### config.mk
export PLATFORM = sky130hd
export DESIGN_NAME = pw_trigger_sequencer
export DESIGN_NICKNAME = d
export VERILOG_FILES = /design/src/rtl/pw_trigger_sequencer.sv
export SDC_FILE = /design/constraint.sdc
export NUM_CORES = 1
export LEC_CHECK = 0
export CORE_MARGIN = 4
export CORE_UTILIZATION = 45
export DETAILED_ROUTE_END_ITERATION = 7
export PLACE_DENSITY = 0.7
export SETUP_SLACK_MARGIN = 0.4
export SLEW_MARGIN = 40
export SYNTH_ARGS = -nofsm -noshare
export SYNTH_HDL_FRONTEND = slang
export SYNTH_SLANG_ARGS = --single-unit
### constraint.sdc
create_clock -name fe_clk -period 3.8 [get_ports fe_clk]
set_input_delay 0.57 -clock fe_clk [delete_from_list [all_inputs] [get_ports fe_clk]]
set_output_delay 0.57 -clock fe_clk [all_outputs]
set_load 0.02 [all_outputs]
### src/rtl/pw_trigger_sequencer.sv
// pw_trigger_sequencer
// Arms the pattern matcher, waits for a match and waits a programmable delay.
// It then emits a train of programmable-width trigger pulses.
// Timing is in the fe_clk domain.
// O_state shows the live FSM state.
// The other outputs are registered from that state, so they follow it by one cycle.
// Abort and arm-release are also folded into the output registers.
// This lets them drop on the same edge that the FSM returns to IDLE.
module pw_trigger_sequencer #(
    parameter int pDELAY_WIDTH = 20,
    parameter int pWIDTH_WIDTH = 17,
    parameter int pCOUNT_WIDTH = 8
) (
    input  logic                    fe_clk,
    input  logic                    reset_n,
    input  logic                    I_arm,
    input  logic                    I_match,
    input  logic [pDELAY_WIDTH-1:0] I_delay,
    input  logic [pWIDTH_WIDTH-1:0] I_width,
    input  logic [pWIDTH_WIDTH-1:0] I_gap,
    input  logic [pCOUNT_WIDTH-1:0] I_num_pulses,
    output logic                    O_pm_arm,
    output logic                    O_trigger,
    output logic                    O_busy,
    output logic                    O_done,
    output logic [2:0]              O_state
);

    typedef enum logic [2:0] {
        ST_IDLE       = 3'd0,
        ST_WAIT_MATCH = 3'd1,
        ST_DELAY      = 3'd2,
        ST_PULSE      = 3'd3,
        ST_GAP        = 3'd4,
        ST_DONE       = 3'd5
    } state_t;

    // Zero-length pulse/gap settings behave as one cycle.
    function automatic logic [pWIDTH_WIDTH-1:0] clamp_width(input logic [pWIDTH_WIDTH-1:0] v);
        clamp_width = (v == pWIDTH_WIDTH'(0)) ? pWIDTH_WIDTH'(1) : v;
    endfunction

    // A zero pulse count behaves as a single pulse.
    function automatic logic [pCOUNT_WIDTH-1:0] clamp_count(input logic [pCOUNT_WIDTH-1:0] v);
        clamp_count = (v == pCOUNT_WIDTH'(0)) ? pCOUNT_WIDTH'(1) : v;
    endfunction

    state_t                  state_r;
    state_t                  state_nxt_s;
    logic                    arm_d_r;
    logic                    arm_rise_s;
    logic                    busy_state_s;
    logic                    abort_s;
    logic                    capture_s;

    logic [pDELAY_WIDTH-1:0] delay_sh_r;
    logic [pWIDTH_WIDTH-1:0] width_sh_r;
    logic [pWIDTH_WIDTH-1:0] gap_sh_r;

    logic [pDELAY_WIDTH-1:0] delay_cnt_r;
    logic [pDELAY_WIDTH-1:0] delay_cnt_nxt_s;
    logic [pWIDTH_WIDTH-1:0] width_cnt_r;
    logic [pWIDTH_WIDTH-1:0] width_cnt_nxt_s;
    logic [pCOUNT_WIDTH-1:0] pulses_left_r;
    logic [pCOUNT_WIDTH-1:0] pulses_left_nxt_s;

    logic                    pm_arm_r;
    logic                    trigger_r;
    logic                    busy_r;
    logic                    done_r;

    assign arm_rise_s   = I_arm & ~arm_d_r;
    assign busy_state_s = (state_r == ST_WAIT_MATCH) || (state_r == ST_DELAY) ||
                          (state_r == ST_PULSE)      || (state_r == ST_GAP);
    assign abort_s      = busy_state_s & ~I_arm;

    // Next-state and counter logic; abort is checked before every other transition.
    always_comb begin
        state_nxt_s       = state_r;
        delay_cnt_nxt_s   = delay_cnt_r;
        width_cnt_nxt_s   = width_cnt_r;
        pulses_left_nxt_s = pulses_left_r;
        capture_s         = 1'b0;
        case (state_r)
            ST_IDLE: begin
                if (arm_rise_s) begin
                    state_nxt_s       = ST_WAIT_MATCH;
                    capture_s         = 1'b1;
                    pulses_left_nxt_s = clamp_count(I_num_pulses);
                end else begin
                    state_nxt_s = ST_IDLE;
                end
            end
            ST_WAIT_MATCH: begin
                if (abort_s) begin
                    state_nxt_s = ST_IDLE;
                end else if (I_match) begin
                    if (delay_sh_r == pDELAY_WIDTH'(0)) begin
                        state_nxt_s     = ST_PULSE;
                        width_cnt_nxt_s = width_sh_r - pWIDTH_WIDTH'(1);
                    end else begin
                        state_nxt_s     = ST_DELAY;
                        delay_cnt_nxt_s = delay_sh_r - pDELAY_WIDTH'(1);
                    end
                end else begin
                    state_nxt_s = ST_WAIT_MATCH;
                end
            end
            ST_DELAY: begin
                if (abort_s) begin
                    state_nxt_s = ST_IDLE;
                end else if (delay_cnt_r == pDELAY_WIDTH'(0)) begin
                    state_nxt_s     = ST_PULSE;
                    width_cnt_nxt_s = width_sh_r - pWIDTH_WIDTH'(1);
                end else begin
                    delay_cnt_nxt_s = delay_cnt_r - pDELAY_WIDTH'(1);
                end
            end
            ST_PULSE: begin
                if (abort_s) begin
                    state_nxt_s = ST_IDLE;
                end else if (width_cnt_r == pWIDTH_WIDTH'(0)) begin
                    if (pulses_left_r > pCOUNT_WIDTH'(1)) begin
                        state_nxt_s       = ST_GAP;
                        width_cnt_nxt_s   = gap_sh_r - pWIDTH_WIDTH'(1);
                        pulses_left_nxt_s = pulses_left_r - pCOUNT_WIDTH'(1);
                    end else begin
                        state_nxt_s       = ST_DONE;
                        pulses_left_nxt_s = pCOUNT_WIDTH'(0);
                    end
                end else begin
                    width_cnt_nxt_s = width_cnt_r - pWIDTH_WIDTH'(1);
                end
            end
            ST_GAP: begin
                if (abort_s) begin
                    state_nxt_s = ST_IDLE;
                end else if (width_cnt_r == pWIDTH_WIDTH'(0)) begin
                    state_nxt_s     = ST_PULSE;
                    width_cnt_nxt_s = width_sh_r - pWIDTH_WIDTH'(1);
                end else begin
                    width_cnt_nxt_s = width_cnt_r - pWIDTH_WIDTH'(1);
                end
            end
            ST_DONE: begin
                if (!I_arm) begin
                    state_nxt_s = ST_IDLE;
                end else begin
                    state_nxt_s = ST_DONE;
                end
            end
            default: begin
                state_nxt_s = ST_IDLE;
            end
        endcase
    end

    // State, counters and arm edge detector.
    // arm_d_r resets high, so an arm held high across reset must be re-pulsed.
    always_ff @(posedge fe_clk or negedge reset_n) begin
        if (!reset_n) begin
            state_r       <= ST_IDLE;
            arm_d_r       <= 1'b1;
            delay_cnt_r   <= '0;
            width_cnt_r   <= '0;
            pulses_left_r <= '0;
        end else begin
            state_r       <= state_nxt_s;
            arm_d_r       <= I_arm;
            delay_cnt_r   <= delay_cnt_nxt_s;
            width_cnt_r   <= width_cnt_nxt_s;
            pulses_left_r <= pulses_left_nxt_s;
        end
    end

    // Shadow copies of the configuration; these are frozen for the whole sequence.
    always_ff @(posedge fe_clk or negedge reset_n) begin
        if (!reset_n) begin
            delay_sh_r <= '0;
            width_sh_r <= pWIDTH_WIDTH'(1);
            gap_sh_r   <= pWIDTH_WIDTH'(1);
        end else if (capture_s) begin
            delay_sh_r <= I_delay;
            width_sh_r <= clamp_width(I_width);
            gap_sh_r   <= clamp_width(I_gap);
        end
    end

    // Registered outputs.
    // Abort and arm-release clear them on the same edge that the FSM leaves.
    always_ff @(posedge fe_clk or negedge reset_n) begin
        if (!reset_n) begin
            pm_arm_r  <= 1'b0;
            trigger_r <= 1'b0;
            busy_r    <= 1'b0;
            done_r    <= 1'b0;
        end else begin
            pm_arm_r  <= busy_state_s & ~abort_s;
            trigger_r <= (state_r == ST_PULSE) & ~abort_s;
            busy_r    <= busy_state_s & ~abort_s;
            done_r    <= (state_r == ST_DONE) & I_arm;
        end
    end

    assign O_pm_arm  = pm_arm_r;
    assign O_trigger = trigger_r;
    assign O_busy    = busy_r;
    assign O_done    = done_r;
    assign O_state   = state_r;

endmodule

==> summary.md <==
| Metric | Value |
|---|---|
| Worst-Margin Slew | 794 ps |
| Worst-path maximum fanout | 18 |
| Number of diodes | 0 |
| Die Ht | 129 um |
| GRT Total Usage | 21.5% |
| CTS Hold Buffers Added | 0 |
| Final Wtd Congestion | about 0.9 |
| Setup TNS | 0 ps |
| CP Launch Type | flip-flop |
| Clock Pin Slew Worst Setup and Hold Paths | 70 ps |
| # IOs | 73 |
| Final WL | 17400 um |
| Initial Util | 45.8% |
| Top_reg_cell synth | dfrtp_1 |
| CP cell instances | nor3b_4, mux2i_1, ha_2, nor4b_2, nand4b_1, o22ai_2, o211ai_1, a2111oi_0, nor3_1 |
| Worst r2r dst | delay_cnt_r[12]$_DFFE_PN0P_ |
| DR vias/cell | a little over 6 |
| Slew headroom | 47.1% |
| Maximum clock rate | around 0.32 GHz |
| Number of global-route vias before repair | 5875 |
| Row cnt | 44 |
| CTS resizes | 0 |
| Final setup vio count | 0 |
| Worst reg2reg setup slack | slightly above 700 ps |
| CP Launch Point | O_state[0]$_DFFE_PN0P_ |
| Power Density | about 640 mW/mm2 |
| Sequential share of the synthesized area | approximately two fifths |
| Clock tree buffer depth | 2 |
| Critical Path AT | 3310 ps |
| Max Slew Vio Count | 0 |
| Post-DP HPWL | 12500 um |
| RSZ-0062 raised after global routing | no |
| Register bit total from synthesis | ~110 |
| Area growth, synth to finish | 17.7% |
| H-tree Lvls | 3 |
| Synth top area cells | dfrtp_1, mux2_2, o21ai_0, nor2_1, a21oi_1 |
| Die footprint | 0.0167 mm2 |
| Post-DP Area | approximately 0.0075 mm2 |
| Layout cells sized above 1 | between 10 and 15% |
| Outcome | finished, final reports clean |
| Largest net degree at the start of global routing | 76 |
| Synth Cell Area | 0.00663 mm2 |
| Routed vias | 5894 |
| Drt wl/cell | 18.1 um |
| R2R depth | 9 |
| CTS tree | done |
| WP depth | 9 |
| Synth Warn # | 0 |
| Reg2reg start | O_state[0]$_DFFE_PN0P_ |
| Buf/Inv on CP | 0 |
| Global-route wire length before repair | 29100 um |
| CP endpoint | delay_cnt_r[12]$_DFFE_PN0P_ |
| Setup CP Type | reg -> reg |
| Final Hold Vio Count | 0 |
| Final Instance Area | 0.00781 mm2 |
| Post-CTS Setup Inserts | 0 |
| Buffers added on ports | 72 |
| Slowest stage delay, CP | 580 ps |
| EDFF count, synth | 0 |
| Root Buffer Master | clkbuf_16 |
| Final ANT Viol Nets | 0 |
| Pre-antenna DRT Iters | 6 |
| DRT iter0 DRCs | 505 |
| Post-Syn Nets | 790 |
| Leakage | 3.02 nW |
| Core ar. | 0.0145 mm2 |
| CP top delay family | simple AND/OR/NAND/NOR gates |
| CTS buffer count | 9 |
| DRC | 0 |
| Hold/Removal Path Class | in -> async |
| Share of flip-flops with an asynchronous set or reset | 100% |
| Period Utilization, post-route | between 80 and 90% |
| Grt total ovfl | 0 |
| Cell count after synthesis | roughly 700 |
| Fin crit period | 3090 ps |
| Worst-Skew Late Latency | 350 ps |
| Mean Syn Cell Area | 9.25 um2 |
| Clock sink count | ~110 |
| Chip Width | around 130 um |
| Netlist cell types | 78 |
| MaxCap Viol Count | 0 |
| Synth area leader | dfrtp_1 |
| CP required | about 4000 ps |
| Nature of the critical path endpoint | flip-flop |
| Layout Skew | 7.98 ps |
| CP max stage cell | dfrtp_1 |
| Peak VDD IR | 0.385 mV |
| Final nets | 846 |
| Initial antenna violation count | 0 |
| Area share of the largest cell type after synthesis | ~39% |
==> per-stage QoR <==
stage | worst slack (ps) | hold WS (ps) | cells | util, % | total power [mW]
floorplan | 420 | 274 | 717 | - | 3.48
global placement | 857 | 485 | 946 | 51.9 | 4.02
detailed placement | 799 | 498 | 946 | 51.9 | 4.10
CTS | 776 | 261 | 962 | 53.9 | 5.02
global route | 478 | 294 | 962 | 53.9 | 5.39
finish | 713 | 232 | 962 | 53.9 | 5.01
==> area by class of cell <==
| type | count | area (um2) |
|---|---|---|
| inverter | 20 | 75.1 |
| timing repair buffer | 85 | 820 |
| multi-input combinational | 551 | 3740 |
| fill | 1281 | 6670 |
| sequential | 106 | 2660 |
| clock inverter | 3 | 23.8 |
| tap | 184 | 230 |
| clock buffer | 13 | 260 |
==> per-layer routing <==
metal / track usage [%] / vias up / part of all wire, %
li1: - / 2824 / -
met5: 0 / - / 0
met1: 28.5 / 2823 / 45
met2: 34.4 / 210 / 46
met3: 5.11 / 37 / 5.9
met4: 8.31 / 0 / 3.2
==> worst register-to-register path, cell delays in order, from the launching register on <==
cell,delay (ps)
dfrtp_1,580
nor3b_4,320
mux2i_1,280
ha_2,290
nor4b_2,310
nand4b_1,180
o22ai_2,300
o211ai_1,150
a2111oi_0,450
nor3_1,90
==> worst min-delay path by stage <==
stage                              endpoint                         from  slack [ps]
2_1_floorplan              O_busy$_DFF_PN0_                      reset_n         270
3_3_place_gp    delay_cnt_r[19]$_DFFE_PN0P_  delay_cnt_r[19]$_DFFE_PN0P_         480
3_5_place_dp    delay_cnt_r[19]$_DFFE_PN0P_  delay_cnt_r[19]$_DFFE_PN0P_         500
4_1_cts        pulses_left_r[2]$_DFFE_PN0P_                      reset_n         260
5_1_grt        pulses_left_r[2]$_DFFE_PN0P_                      reset_n         290
6_report       pulses_left_r[2]$_DFFE_PN0P_                      reset_n         230
==> flip-flops by register name (all words and copies together), names as in the netlist, 3 cells and up <==
signal         count
delay_cnt_r       20
delay_sh_r        20
gap_sh_r          17
width_cnt_r       17
width_sh_r        17
pulses_left_r      8
O_state            3
==> power breakdown <==
group	internal, mW	switching, mW
combinational	0.896	0.959
sequential	1.60	0.649
clock	0.483	0.423
==> cell usage in the layout, fill, tap and decap left out, drive strengths merged, types with 19 or more instances in the layout <==
cell type,synthesis,layout
a21oi,41,41
o21ai,55,55
nor2,61,61
nand2,52,52
clkdlybuf4s50,0,71
mux2,53,53
xor2,19,19
nor4,35,35
dfrtp,103,103
nand3,19,19
inv,20,20
nor3,34,34
==> logic make-up (layout without fill, tap and decap cells) <==
logic type | Yosys count | count (layout) | share of synthesized area [%]
AOI/OAI and AO/OA | 186 | 186 | 18.6
xor gates and xnor gates | 35 | 35 | 4.62
adders and majority gates | 7 | 7 | 1.32
buffers and inverters | 60 | 121 | 3.83
DFF | 106 | 106 | 40.0
muxes | 59 | 59 | 9.90
and+or+nand+nor | 264 | 264 | 21.7
==> synthesized netlist by cell type (6+ instances only) <==
cell and count:
dfrtp_1 103, nor2_1 61, mux2_2 53, nand2_1 52, o21ai_0 52, a21oi_1 40
nor3_1 31, nor4_1 31, clkbuf_1 20, inv_1 20, nand3_1 19, xor2_1 19
buf_2 16, xnor2_1 16, a211oi_1 11, or4_1 11, o31ai_1 9, o22ai_1 8
ha_1 7, nand2b_1 7, a22oi_1 6, and3_1 6, mux2i_1 6, or3_1 6
Power figures use the tool's default switching activity.
